**src/rtl/ai_core_pkg.sv**
```systemverilog
// Shared helpers for the AI core datapath: saturation bounds and sign extension.
// Widths handled by these helpers are limited to 32 bits.
package ai_core_pkg;

  localparam int unsigned HELPER_W = 32;

  function automatic logic [HELPER_W-1:0] sat_max(input int unsigned width);
    return (32'd1 << (width - 1)) - 32'd1;
  endfunction

  function automatic logic [HELPER_W-1:0] sat_min(input int unsigned width);
    return ~sat_max(width);
  endfunction

  // Replicates bit (width-1) of val into every higher bit position.
  function automatic logic [HELPER_W-1:0] sext(input logic [HELPER_W-1:0] val,
                                               input int unsigned width);
    logic [HELPER_W-1:0] r;
    r = val;
    for (int b = 0; b < HELPER_W; b++) begin
      if (b >= int'(width)) r[b] = val[width-1];
    end
    return r;
  endfunction

endpackage

```
**src/rtl/accum_lane.sv**
```systemverilog
// One accumulator lane: clear-on-first mux, adder and optional saturation.
// Saturation is enabled by the ACCUM_SAT_EN macro.
module accum_lane
  import ai_core_pkg::*;
#(
  parameter int IN_SIZE  = 8,
  parameter int ACC_SIZE = 16
) (
  input  logic                first_i,
  input  logic [ACC_SIZE-1:0] acc_i,
  input  logic [IN_SIZE-1:0]  data_i,
`ifdef ACCUM_SAT_EN
  output logic                ovf_o,
`endif
  output logic [ACC_SIZE-1:0] nxt_o
);

  logic [ACC_SIZE-1:0] w_base;
  logic [ACC_SIZE-1:0] w_ext;
  logic [ACC_SIZE-1:0] w_raw;

  assign w_base = first_i ? '0 : acc_i;
  assign w_ext  = ACC_SIZE'(sext(HELPER_W'(data_i), IN_SIZE));
  assign w_raw  = w_base + w_ext;

`ifdef ACCUM_SAT_EN
  localparam logic [ACC_SIZE-1:0] MAX_VAL = ACC_SIZE'(sat_max(ACC_SIZE));
  localparam logic [ACC_SIZE-1:0] MIN_VAL = ACC_SIZE'(sat_min(ACC_SIZE));

  // Overflow only when both operands share a sign the result does not.
  assign ovf_o = (w_base[ACC_SIZE-1] == w_ext[ACC_SIZE-1]) &&
                 (w_raw[ACC_SIZE-1] != w_base[ACC_SIZE-1]);
  assign nxt_o = ovf_o ? (w_base[ACC_SIZE-1] ? MIN_VAL : MAX_VAL) : w_raw;
`else
  assign nxt_o = w_raw;
`endif

endmodule

```
**src/rtl/accum_n.sv**
```systemverilog
// Multi-lane accumulator summing len_i beats per group into a one-entry output slot.
// Optional per-lane saturation and overflow flag via the ACCUM_SAT_EN macro.
module accum_n
  import ai_core_pkg::*;
#(
  parameter int IN_NUM   = 2,
  parameter int IN_SIZE  = 8,
  parameter int ACC_SIZE = 16,
  parameter int CNT_W    = 8
) (
  input  logic                clk_i,
  input  logic                rst_ni,
  input  logic [IN_SIZE-1:0]  data_i [0:IN_NUM-1],
  input  logic                valid_i,
  output logic                ready_o,
  input  logic [CNT_W-1:0]    len_i,
  output logic [ACC_SIZE-1:0] sum_o  [0:IN_NUM-1],
  output logic                valid_o,
  input  logic                ready_i,
  output logic                ovf_o
);

  logic [CNT_W-1:0]    r_cnt;
  logic [CNT_W-1:0]    r_len;
  logic [ACC_SIZE-1:0] r_acc [0:IN_NUM-1];
  logic [ACC_SIZE-1:0] r_sum [0:IN_NUM-1];
  logic                r_valid;

  logic                w_first;
  logic [CNT_W-1:0]    w_lenEff;
  logic                w_isLast;
  logic                w_accept;
  logic [ACC_SIZE-1:0] w_nxt [0:IN_NUM-1];

  assign w_first  = (r_cnt == '0);
  assign w_lenEff = w_first ? ((len_i == '0) ? CNT_W'(1) : len_i) : r_len;
  assign w_isLast = (r_cnt == w_lenEff - CNT_W'(1));
  // Only the closing beat of a group needs the output slot to be free.
  assign ready_o  = !w_isLast || !r_valid || ready_i;
  assign w_accept = valid_i && ready_o;

`ifdef ACCUM_SAT_EN
  logic [IN_NUM-1:0] w_laneOvf;
`endif

  for (genvar g = 0; g < IN_NUM; g++) begin : g_lane
    accum_lane #(
      .IN_SIZE (IN_SIZE),
      .ACC_SIZE(ACC_SIZE)
    ) u_lane (
      .first_i(w_first),
      .acc_i  (r_acc[g]),
      .data_i (data_i[g]),
`ifdef ACCUM_SAT_EN
      .ovf_o  (w_laneOvf[g]),
`endif
      .nxt_o  (w_nxt[g])
    );
  end

  always_ff @(posedge clk_i or negedge rst_ni) begin
    if (!rst_ni) begin
      r_cnt   <= '0;
      r_len   <= '0;
      r_acc   <= '{default: '0};
      r_sum   <= '{default: '0};
      r_valid <= 1'b0;
    end else begin
      // A pop clears the slot unless a last-beat load refills it below.
      if (r_valid && ready_i) r_valid <= 1'b0;
      if (w_accept) begin
        if (w_isLast) begin
          r_sum   <= w_nxt;
          r_valid <= 1'b1;
          r_cnt   <= '0;
        end else begin
          r_acc <= w_nxt;
          r_cnt <= r_cnt + CNT_W'(1);
          if (w_first) r_len <= w_lenEff;
        end
      end
    end
  end

`ifdef ACCUM_SAT_EN
  logic r_grpOvf;
  logic r_ovf;
  logic w_ovfSoFar;

  assign w_ovfSoFar = (w_first ? 1'b0 : r_grpOvf) | (|w_laneOvf);

  always_ff @(posedge clk_i or negedge rst_ni) begin
    if (!rst_ni) begin
      r_grpOvf <= 1'b0;
      r_ovf    <= 1'b0;
    end else if (w_accept) begin
      if (w_isLast) r_ovf <= w_ovfSoFar;
      else          r_grpOvf <= w_ovfSoFar;
    end
  end

  assign ovf_o = r_ovf;
`else
  assign ovf_o = 1'b0;
`endif

  assign sum_o   = r_sum;
  assign valid_o = r_valid;

endmodule
```
**config.mk**
```make
export PLATFORM = sky130hd
export DESIGN_NAME = accum_n
export DESIGN_NICKNAME = d
export VERILOG_FILES = /design/src/rtl/ai_core_pkg.sv /design/src/rtl/accum_lane.sv /design/src/rtl/accum_n.sv
export SDC_FILE = /design/constraint.sdc
export NUM_CORES = 1
export LEC_CHECK = 0
export BUFFER_PORTS_ARGS = -buffer_cell sky130_fd_sc_hd__buf_4
export CORE_MARGIN = 3
export CORE_UTILIZATION = 40
export DETAILED_ROUTE_END_ITERATION = 6
export SLEW_MARGIN = 20
export SYNTH_ARGS = -nofsm -noshare
export SYNTH_HDL_FRONTEND = slang
export SYNTH_HIERARCHICAL = 1
export SYNTH_SLANG_ARGS = --single-unit
```
**constraint.sdc**
```tcl
create_clock -name clk_i -period 12.42 [get_ports clk_i]
set_input_delay 3.726 -clock clk_i [delete_from_list [all_inputs] [get_ports clk_i]]
set_output_delay 3.726 -clock clk_i [all_outputs]
set_load 0.03 [all_outputs]
```
# After elaboration in Yosys (flattened, before gate mapping)
# Cells that the tools add are included.
[word_totals] reg_bits=81
[op_classes] addsub=4 eq_ne=1 muxes=8 bitwise=1 reduce_logical=11
[ops] operator="16-bit adder" count=2
[ops] operator="16-bit two-way mux" count=2
[ops] operator="8-bit two-way mux" count=3
[ops] operator="8-bit logical NOT" count=2
[ops] operator="8-bit by 1-bit adder with 8-bit output, second input constant" count=1
[ops] operator="8-bit == test" count=1
[ops] operator="8-bit by 1-bit subtractor with 8-bit output, second input constant" count=1
[ops] operator="2-bit AND reduction" count=2
[ops] operator="1-bit two-way mux" count=3
[ops] operator="3-bit AND reduction" count=1
[ops] operator="1-bit logical AND" count=2
[ops] operator="1-bit logical NOT" count=2
[ops] operator="1-bit logical OR" count=2
[ops] operator="1-bit NOT" count=1

# Logic depth before layout (Yosys ltp)
[logic_depth] depth_word=10 depth_mapped=15 mapped_depth_nobuf=14

# Modules after synthesis
# The synthesis kept the hierarchy.
[by_module_without_submodules] mod="accum_n" instances=1 cells_each=292 area_each_um2=3822.4 seq_area_each_um2=2026.9
[by_module_without_submodules] mod="accum_lane" instances=2 cells_each=112 area_each_um2=835.8 seq_area_each_um2=0.0

# Worst setup path before layout
# OpenSTA, ideal clock, no wires.
[synth_path] path_kind="input to output" start="input len_i[4]" end="output ready_o" arrival_ps=6344 required_ps=8694 slack_ps=2350 stages=9 path_buffers=0 cell_sequence="nor4_1 -> a2111oi_4 -> or2_1 -> ha_1 -> xor2_1 -> and3_1 -> nor3_1 -> nand4b_4 -> or3_1"
[synth_between] elab_chain_cells=8
[synth_lines] element="from (decl)" line_no="accum_n.sv:16" text="input logic [CNT_W-1:0] len_i,"
[synth_lines] element="8-bit logical NOT" line_no="accum_n.sv:36" text="assign w_lenEff = w_first ? ((len_i == '0) ? CNT_W'(1) : len_i) : r_len;"
[synth_lines] element="8-bit two-way mux (*) (2 in series)" line_no="accum_n.sv:36"
[synth_lines] element="8-bit by 1-bit subtractor with 8-bit output (*)" line_no="accum_n.sv:37" text="assign w_isLast = (r_cnt == w_lenEff - CNT_W'(1));"
[synth_lines] element="8-bit == test (*)" line_no="accum_n.sv:37"
[synth_lines] element="1-bit logical NOT (*)" line_no="accum_n.sv:39" text="assign ready_o = !w_isLast || !r_valid || ready_i;"
[synth_lines] element="1-bit logical OR (*) (2 in series)" line_no="accum_n.sv:39"
[synth_lines] element="to (decl)" line_no="accum_n.sv:15" text="output logic ready_o,"
# Mark *: on every way between the ends. The rest lies on a longest branch, timed or not.

# Final worst setup path
# Same ends and word-level chain as after synthesis.

==> results.json <==
{
  "clock_latency_ns": 0.35,
  "grt_pass1_wl_um": 20500,
  "yosysTopAreaCell": "dfrtp_1",
  "finalCriticalPeriod_ns": 10.46,
  "grt_max_degree": 82,
  "die_area_mm2": 0.0152,
  "cts_root_buf": "clkbuf_16",
  "drtPass1Iterations": 4,
  "p_per_area_mw_per_mm2": 205,
  "fin_skew_ns": 0.00853,
  "drv_slew": 0,
  "antenna_found_initial": 0,
  "port_buffers": 61,
  "dieWidth_um": 123,
  "r2r-end": "sum_o[15]$_DFFE_PN0P_",
  "finalCritPeriodShare_pct": 84.3,
  "fin_area_mm2": 0.00637,
  "cap_violations": 0,
  "htreeDepth": 3,
  "hp-class": "flop to flop",
  "grt_pass1_vias": 4181,
  "layout-drive-gt1-share_pct": 24.3,
  "hold_path_end": "r_acc[5]$_DFFE_PN0P_",
  "cts_setup_buffers": 0,
  "reg2reg_depth": 13,
  "yosys.area.top_type_share_pct": 36.9,
  "synth_common_cells": "81 x dfrtp_1, 37 x mux2_2, 37 x nor2b_1, 35 x mux2_1, 34 x a21oi_1",
  "synth_cells": 516,
  "drt_iter0_drc": 144,
  "critPathCaptureType": "primary output",
  "place_area_mm2": 0.00609,
  "gp_congestion": 0.912,
  "core_mm2": 0.0133,
  "grt_remaining_overflow": 0,
  "swShare_pct": 39.2,
  "placementRows": 42,
  "hpwlAfterDp_um": 8590,
  "critical_path_arrival_ns": 6.74,
  "p_clk_share_pct": 18.9,
  "critPathMaxStageDelay_ns": 0.69,
  "multiInputGateArea_mm2": 0.00332,
  "start_util_pct": 41.2,
  "antenna_cells": 0,
  "critical-path-top-delay-family": "simple AND/OR/NAND/NOR gates",
  "cpMaxStageDelayCell": "nor4_1",
  "ios": 63,
  "report.power.total_mw": 1.31,
  "path_clk_slew_ns": 0.06,
  "seqPwrFrac_pct": 28.9,
  "cp_data_required_time_ns": 8.69,
  "fmax_mhz": 95.6,
  "internal_power_uw": 795,
  "worstMarginPinSlew_ns": 0.805,
  "path_max_fanout": 7,
  "avgViaCountPerCell": 5.50,
  "vias": 4139,
  "timing.rr.start": "r_cnt[0]$_DFFE_PN0P_",
  "regArea_mm2": 0.00203,
  "synth_edf_count": 0,
  "numCtsBuffers": 9,
  "reg2reg_slack_ns": 7.77,
  "die_h_um": 123,
  "nFillCells": 1282,
  "avgSynthCellArea_um2": 10.6,
  "synth_warnings": 6,
  "clk_path_buf_depth": 2,
  "async_flop_share_pct": 100,
  "yosysMostFrequentCell": "dfrtp_1",
  "p_switching_uw": 513,
  "synthesis.nets": 579,
  "area_delta_synth_final_pct": 16.0,
  "ys_ff_latch": 81,
  "nets": 634,
  "cts-resized-gates": 0,
  "slew_headroom_pct": 46.3,
  "wl_per_cell_um": 16.1,
  "cpMostUsedCell": "buf_4",
  "hold_buffers": 0,
  "worstHoldStart": "r_acc[5]$_DFFE_PN0P_",
  "ys_seq_area_share_pct": 36.9,
  "path_class": "input pin to primary output",
  "ys.flop_type": "dfrtp_1",
  "pwr-share-comb_pct": 52.2,
  "ys_types": 64,
  "synthTopCellsByArea": "dfrtp_1 37%, mux2_2 7.6%, ha_1 7.5%",
  "synth_area_mm2": 0.00549,
  "tns_ns": 0,
  "startpoint_type": "input pin",
  "grt.total_usage_pct": 17.1,
  "drc": 0,
  "cts.sinks": 81,
  "critical_path_buf_inv_count": 2,
  "vdd_ir_drop_max_mv": 0.0928,
  "ant_nets": 0,
  "wirelength_um": 12100,
  "rsz0062_at_grt": "false",
  "cts_tree": "built",
  "final-hold-violation-count": 0,
  "power_leakage_nw": 2.96,
  "hold_path_depth": 1,
  "outcome": "completed",
  "setup_viol": 0,
  "crit_chain": "buf_4 -> nor4_1 -> a2111oi_4 -> or2_1 -> ha_1 -> xor2_1 -> and3_1 -> nor3_1 -> nand4b_4 -> or3_1 -> buf_4"
}
placed cells by master, fill, tap and decap left out, types with 3 or more instances in the layout:
| cell type | count |
|---|---|
| nor2b_1 | 37 |
| ha_1 | 33 |
| and2_1 | 3 |
| nand4_1 | 3 |
| clkbuf_16 | 9 |
| o21ai_0 | 15 |
| buf_4 | 65 |
| a31oi_1 | 3 |
| a21oi_1 | 34 |
| a211oi_1 | 10 |
| a221oi_1 | 3 |
| mux2_2 | 37 |
| o211ai_1 | 3 |
| inv_1 | 9 |
| o2bb2ai_1 | 7 |
| mux2_1 | 35 |
| nor2_1 | 13 |
| or3_1 | 5 |
| clkinv_2 | 3 |
| nor4_1 | 5 |
| nand3_1 | 11 |
| xnor2_1 | 15 |
| nand2_1 | 19 |
| xor2_1 | 17 |
| dfrtp_1 | 81 |
| o21a_1 | 4 |
| o21ai_1 | 8 |
| a21o_1 | 8 |
| nor3b_1 | 4 |
| and3_1 | 10 |
| mux2i_1 | 7 |
| nor3_1 | 7 |
final cells by class:
cell class	count	share of cell area (%)
Clock inverter	5	0.491
Timing Repair Buffer	66	7.84
Tap cell	176	3.46
Multi-Input combinational cell	404	52.1
Sequential cell	81	31.8
Clock buffer	11	3.81
Inverter	9	0.530
registers in the layout (all words and copies together), names as in the netlist:
signal / flops
r_acc: 32
r_cnt: 8
sum_o: 32
r_len: 8
valid_o: 1
kinds of logic after synthesis:
| logic type | count (synthesis) | synth area share [%] |
|---|---|---|
| flip-flops | 81 | 36.9 |
| XOR/XNOR | 32 | 5.10 |
| buffers and inverters | 31 | 2.87 |
| adder cells (fa/ha/maj) | 35 | 8.24 |
| AO/OA/AOI/OAI | 122 | 15.9 |
| other | 1 | 0.0683 |
| AND/OR/NAND/NOR | 135 | 14.9 |
| multiplexers | 79 | 16.0 |
power groups by stage:
| stage | clock network [mW] | registers (mW) | logic (mW) |
|---|---|---|---|
| 2_1_floorplan | 0 | 0.357 | 0.572 |
| 6_report | 0.247 | 0.378 | 0.683 |
| 5_1_grt | 0.267 | 0.387 | 0.769 |
| 3_3_place_gp | 0 | 0.380 | 0.662 |
| 4_1_cts | 0.258 | 0.378 | 0.687 |
| 3_5_place_dp | 0 | 0.383 | 0.682 |
worst register-to-register path, stage by stage, from the launching register on:
cell and delay, ns:
dfrtp_1 0.45, inv_1 0.15, ha_1 0.19, or4b_1 0.67
a2111oi_4 0.36, or2_1 0.20, ha_1 0.22, xor2_1 0.19
a21oi_1 0.06, nor3_1 0.29, nand4b_4 0.23, nor3b_4 0.73
buf_4 0.43, mux2_2 0.38
through the flow:
step | hold slack [ns] | std cells | utilization, % | worst slack (ns)
final | 0.482 | 752 | 47.7 | 1.96
after global routing | 0.501 | 752 | 47.7 | 1.79
after CTS | 0.487 | 752 | 47.7 | 1.93
after detailed placement | 0.473 | 736 | 45.7 | 1.94
after global placement | 0.467 | 736 | 45.7 | 2.01
after floorplan | 0.456 | 516 | - | 2.35
metal layers:
layer	GRT usage (%)	share of wire, %	vias up
met5	0	0	-
met4	8.72	2.1	0
met3	2.97	3.2	21
met2	26.6	46	76
met1	22.8	49	2016
li1	-	-	2026
worst max-delay path by stage:
stage          cells past startpoint      from      end  slack (ns)
2_1_floorplan                      9  len_i[4]  ready_o        2.35
3_3_place_gp                      11  len_i[4]  ready_o        2.01
3_5_place_dp                      11  len_i[4]  ready_o        1.94
4_1_cts                           11  len_i[4]  ready_o        1.93
5_1_grt                           11  len_i[4]  ready_o        1.79
6_report                          11  len_i[4]  ready_o        1.96
Power figures use the tool's default switching activity.
